==> config.mk <==
export PLATFORM = sky130hd
export DESIGN_NAME = scanline_scheduler
export DESIGN_NICKNAME = d
export VERILOG_FILES = /design/src/rtl/video_pkg.sv /design/src/rtl/scanline_scheduler.sv
export SDC_FILE = /design/constraint.sdc
export NUM_CORES = 1
export LEC_CHECK = 0
export ABC_AREA = 1
export BUFFER_PORTS_ARGS = -buffer_cell sky130_fd_sc_hd__buf_2
export CAP_MARGIN = 20
export CORE_ASPECT_RATIO = 0.8
export CORE_MARGIN = 1.5
export CORE_UTILIZATION = 55
export CTS_CLUSTER_DIAMETER = 80
export DETAILED_ROUTE_END_ITERATION = 12
export GPL_TIMING_DRIVEN = 0
export PLACE_DENSITY = 0.85
export SYNTH_ARGS = -nofsm -noshare
export SYNTH_HDL_FRONTEND = slang
export SYNTH_SLANG_ARGS = --single-unit
==> constraint.sdc <==
create_clock -name clk -period 3.3 [get_ports clk]
set_input_delay 0.33 -clock clk [delete_from_list [all_inputs] [get_ports clk]]
set_output_delay 0.33 -clock clk [all_outputs]
set_load 0.02 [all_outputs]
==> src/rtl/video_pkg.sv <==
// Shared sizes and reader state encoding for the scandoubler line-buffer control.
package video_pkg;

    localparam int unsigned LINE_PIXELS = 256;
    localparam int unsigned VIS_LINES   = 240;
    localparam int unsigned BANK_AW     = 8;

    typedef enum logic [1:0] {
        IDLE,
        READ,
        HOLD
    } reader_state_t;

endpackage

==> src/rtl/scanline_scheduler.sv <==
// Two-bank scandoubler sequencer: PPU lines are written to one bank and each full bank is
// replayed on two VGA lines. Optional SCANLINE_DIM_EN drives dim on the second replay.
module scanline_scheduler
    import video_pkg::*;
(
    input  logic       clk,
    input  logic       reset_n,
    input  logic       pix_ce,
    input  logic [5:0] color,
    input  logic [8:0] count_h,
    input  logic [8:0] count_v,
    input  logic       line_req,
    input  logic       rd_ce,
    output logic       wr_en,
    output logic [8:0] wr_addr,
    output logic [5:0] wr_data,
    output logic [8:0] rd_addr,
    output logic       line_valid,
    output logic       dim,
    output logic       overrun,
    output logic       underrun,
    output logic       frame_start
);

    reader_state_t        state_q, state_d;
    logic [1:0]           full_q, full_d;
    logic                 wbank_q, wbank_d;
    logic                 nbank_q, nbank_d;
    logic                 rbank_q, rbank_d;
    logic                 pass_q, pass_d;
    logic [BANK_AW-1:0]   rd_x_q, rd_x_d;
    logic                 seen_q, seen_d;

    logic                 wr_en_q, wr_en_d;
    logic [8:0]           wr_addr_q, wr_addr_d;
    logic [5:0]           wr_data_q, wr_data_d;
    logic [8:0]           rd_addr_q, rd_addr_d;
    logic                 line_valid_q, line_valid_d;
    logic                 dim_q, dim_d;
    logic                 overrun_q, overrun_d;
    logic                 underrun_q, underrun_d;
    logic                 frame_start_q, frame_start_d;

    logic                 fs;
    logic                 in_vis;
    logic                 wr_fire;
    logic                 wr_bank;
    logic [1:0]           full_avail;

    always_comb begin
        state_d       = state_q;
        full_d        = full_q;
        wbank_d       = wbank_q;
        nbank_d       = nbank_q;
        rbank_d       = rbank_q;
        pass_d        = pass_q;
        rd_x_d        = rd_x_q;
        seen_d        = seen_q;
        wr_en_d       = 1'b0;
        wr_addr_d     = wr_addr_q;
        wr_data_d     = wr_data_q;
        overrun_d     = overrun_q;
        underrun_d    = underrun_q;
        frame_start_d = 1'b0;
        full_avail    = full_q;

        fs      = pix_ce && (count_v == 9'd0) && (count_h == 9'd0);
        in_vis  = (count_h < 9'(LINE_PIXELS)) && (count_v < 9'(VIS_LINES));
        // Frame start forces pixel 0 into bank 0 regardless of stale full flags.
        wr_fire = pix_ce && in_vis && (fs || !full_q[wbank_q]);
        wr_bank = fs ? 1'b0 : wbank_q;

        if (wr_fire) begin
            wr_en_d   = 1'b1;
            wr_addr_d = {wr_bank, count_h[BANK_AW-1:0]};
            wr_data_d = color;
        end

        if (fs) begin
            full_d        = 2'b00;
            wbank_d       = 1'b0;
            nbank_d       = 1'b0;
            seen_d        = 1'b0;
            state_d       = IDLE;
            frame_start_d = 1'b1;
        end else begin
            // Commit checks the other bank's pre-clear flag, so a same-cycle free is not seen.
            if (wr_fire && (count_h == 9'(LINE_PIXELS - 1))) begin
                if (full_q[~wbank_q]) begin
                    overrun_d = 1'b1;
                end else begin
                    full_d[wbank_q] = 1'b1;
                    wbank_d         = ~wbank_q;
                end
            end

            if (line_req) begin
                if ((state_q != IDLE) && !pass_q) begin
                    pass_d  = 1'b1;
                    rd_x_d  = '0;
                    state_d = READ;
                end else begin
                    if (state_q != IDLE) begin
                        full_avail[rbank_q] = 1'b0;
                        full_d[rbank_q]     = 1'b0;
                    end
                    if (full_avail[nbank_q]) begin
                        rbank_d = nbank_q;
                        nbank_d = ~nbank_q;
                        pass_d  = 1'b0;
                        rd_x_d  = '0;
                        seen_d  = 1'b1;
                        state_d = READ;
                    end else begin
                        state_d = IDLE;
                        if (seen_q) begin
                            underrun_d = 1'b1;
                        end
                    end
                end
            end else if (rd_ce && (state_q == READ)) begin
                rd_x_d = rd_x_q + 1'b1;
                if (rd_x_q == '1) begin
                    state_d = HOLD;
                end
            end
        end

        line_valid_d = (state_d != IDLE);
        rd_addr_d    = {rbank_d, rd_x_d};
`ifdef SCANLINE_DIM_EN
        dim_d        = pass_d && line_valid_d;
`else
        dim_d        = 1'b0;
`endif
    end

    always_ff @(posedge clk or negedge reset_n) begin
        if (!reset_n) begin
            state_q       <= IDLE;
            full_q        <= 2'b00;
            wbank_q       <= 1'b0;
            nbank_q       <= 1'b0;
            rbank_q       <= 1'b0;
            pass_q        <= 1'b0;
            rd_x_q        <= '0;
            seen_q        <= 1'b0;
            wr_en_q       <= 1'b0;
            wr_addr_q     <= '0;
            wr_data_q     <= '0;
            rd_addr_q     <= '0;
            line_valid_q  <= 1'b0;
            dim_q         <= 1'b0;
            overrun_q     <= 1'b0;
            underrun_q    <= 1'b0;
            frame_start_q <= 1'b0;
        end else begin
            state_q       <= state_d;
            full_q        <= full_d;
            wbank_q       <= wbank_d;
            nbank_q       <= nbank_d;
            rbank_q       <= rbank_d;
            pass_q        <= pass_d;
            rd_x_q        <= rd_x_d;
            seen_q        <= seen_d;
            wr_en_q       <= wr_en_d;
            wr_addr_q     <= wr_addr_d;
            wr_data_q     <= wr_data_d;
            rd_addr_q     <= rd_addr_d;
            line_valid_q  <= line_valid_d;
            dim_q         <= dim_d;
            overrun_q     <= overrun_d;
            underrun_q    <= underrun_d;
            frame_start_q <= frame_start_d;
        end
    end

    assign wr_en       = wr_en_q;
    assign wr_addr     = wr_addr_q;
    assign wr_data     = wr_data_q;
    assign rd_addr     = rd_addr_q;
    assign line_valid  = line_valid_q;
    assign dim         = dim_q;
    assign overrun     = overrun_q;
    assign underrun    = underrun_q;
    assign frame_start = frame_start_q;

endmodule
==> results.cfg <==
[final_layout]
seqCellArea_um2 = 926
final_cell_count_no_fill = 357
drive_above_1_share = 0.263
multi_input_comb_area_um2 = 852
final_nets = 344
syn2layout_area_growth_pct = 21.7
n_fill_cell = 312
insertedDiodeCount = 0

[timing]
worstMarginPinSlew_ps = 806
max_freq_mhz = 621
whs_ps = 123
hold_viol_final = 0
fin_crit_sh = 0.488
worst_slack_ps = 1690
finClkSkew_ps = 5.70
rsz0062_at_grt = no
fin_setup_tns_ps = 0
relSlewSlack = 0.462
setup_viol = 0
final_max_slew_viol_count = 0
period_needed_ps = 1610

[die]
die-width_um = 69.4
rows = 19
die_y_um = 56.1
fp.dieArea_um2 = 3890
floorplan.initialDensity = 0.570
io_pins = 59
core_area_um2 = 3400

[run]
maxCapViolCount = 0

[clock_tree]
cts.repair.resized = 0
cts_setup_buffers = 0
htreeDepth = 2
cts_root_buffer = clkbuf_8
cts-buffers-inserted = 5
path_clk_slew_ps = 70
cts_hold_buf = 0
cts_tree = built
clk_latency_ps = 290
cts_sinks = 37
clock_path_buffers = 2

[route]
wirelength_um = 4080
vias_per_cell = 5.09
route.detailed.drc = 0
antenna_left = 0
drt-initial-drc-count = 107
vias = 1816
dr.pass1.iters = 5
post_drt_wl_per_cell_um = 11.4

[pwr]
leakagePower_uw = 0.00130
pwr-share-seq = 0.462
vdd_ir_drop_max_v = 0.000290
swShare = 0.365
netSwitchingPower_uw = 498
combPwrFrac = 0.317
clkPwrFrac = 0.221
powerDensity_nw_per_um2 = 579
p_int_uw = 867

[placed_design]
dp_hpwl_um = 3120
place_ws_ps = 1610
dpl.cell_count = 349
portBuffers = 57
globalplace.congestion = 0.767

[global_route]
grt_max_degree = 38
globalRouteTotalUtil = 0.231
grt_antenna_before_repair = 0
grt_pass1_wl_um = 7100
first_global_vias = 1600
grt-ovfl-total = 0

[critical_path]
cp.arrival_ps = 1760
cp_max_fo = 8
crit_type = register to register
crit_start = state_q[0]
reg2reg_depth = 8
startpoint_type = register
rr_startpoint = state_q[0]
crit_path_end_kind = register
cp.required_ps = 3450

[synth]
syn_avg_cell_area_um2 = 7.75
netlist_area_um2 = 1940
synthArstFlopShare = 1.00
synth-main-ff-cell = dfrtp_1
ys_types = 30
yosys.area.top_type = dfrtp_1
syn-num-nets = 280
synthCells = 250
yosysWarnings = 0
ys_ff_latch = 37
yosys-top-cells-area = dfrtp_1 48%, nand2_1 18%, nor2_1 5.4%
synth_top_area_frac = 0.478
yosysSeqAreaShare = 0.478
synth_edf_count = 0

[hold_path]
hold_path_class = input port to async pin

[run_status]
status = completed
-- per-layer routing --
metal | global-route usage | wire length [µm] | share of wire
met4 | 0.101 | 80 | 0.020
met3 | 0.0507 | 244 | 0.060
met1 | 0.321 | 1910 | 0.47
met5 | 0 | 0 | 0
met2 | 0.350 | 1840 | 0.45
-- cell usage after synthesis (2+ instances only) --
cell type  number
nor3_1          3
nand2_4         2
a21oi_1         4
inv_2           3
nor2_2          2
nand3b_1        2
buf_4           3
o31ai_1         4
nor2_4          3
o21ai_0         6
nand2_1        91
nor2_1         28
dfrtp_1        37
inv_1          26
nand3_1        16
nand4_1         6
-- metrics by stage --
step / total power (µW) / instance area [µm²] / utilization
2_1_floorplan: 909 / 1940 / -
3_3_place_gp: 1060 / 2280 / 0.669
3_5_place_dp: 1070 / 2280 / 0.669
4_1_cts: 1380 / 2360 / 0.694
5_1_grt: 1460 / 2360 / 0.694
6_report: 1370 / 2360 / 0.694
-- state kept, by name, indices dropped and copies added (netlist names) --
register / cells
wr_addr: 9
rd_addr: 8
wr_data: 6
full_q: 2
state_q: 2
frame_start: 1
line_valid: 1
nbank_q: 1
overrun: 1
pass_q: 1
rbank_q: 1
seen_q: 1
underrun: 1
wbank_q: 1
wr_en: 1
-- cell type report --
| cell class | count | area share |
|---|---|---|
| clock buffer | 6 | 0.0308 |
| timing repair buffer | 57 | 0.121 |
| buffer | 4 | 0.0180 |
| clock inverter | 2 | 0.00424 |
| inverter | 30 | 0.0499 |
| sequential | 37 | 0.393 |
| multi-input combinational | 179 | 0.361 |
| tap | 42 | 0.0223 |
-- cells in the final DEF (no fill, tap or decap), types with 4 or more instances in the layout --
master and instances:
a21oi_1 4, buf_2 57, clkbuf_8 5, dfrtp_1 37
inv_1 26, nand2_1 91, nand3_1 16, nand4_1 6
nor2_1 28, o21ai_0 6, o31ai_1 4
-- worst max-delay path: stages (launching register included) --
cell	delay (ps)
dfrtp_1	390
nor2_1	250
inv_1	100
nand2_1	90
nand3_1	90
nand3_1	160
o211ai_2	220
nand2_1	100
o21ai_0	80
-- power by group through the flow --
| stage | combinational [µW] | sequential, µW | clock (µW) |
|---|---|---|---|
| finish | 432 | 631 | 302 |
| global route | 477 | 647 | 332 |
| CTS | 436 | 630 | 313 |
| detailed placement | 434 | 638 | 0 |
| global placement | 421 | 635 | 0 |
| floorplan | 170 | 739 | 0 |
-- worst paths after layout --
kind / end / slack [ps]
max in group asynchronous: nbank_q / 2670
max reg2reg: rd_addr[1] / 1690
min reg2reg: overrun / 460
min in group clk: wr_data[2] / 230
max: rd_addr[1] / 1690
min: rd_addr[7] / 120
-- kinds of logic (layout without fill, tap and decap cells) --
kind of cell               after synthesis  after routing  share of synthesized area
adders and majority gates                1              1                    0.00645
and+or+nand+nor                        156            156                      0.358
xor gates and xnor gates                 1              1                    0.00452
other                                    1              1                    0.00193
buffers and inverters                   34             99                     0.0826
DFF                                     37             37                      0.478
AOI/OAI and AO/OA                       20             20                     0.0691
Power figures use the tool's default switching activity.
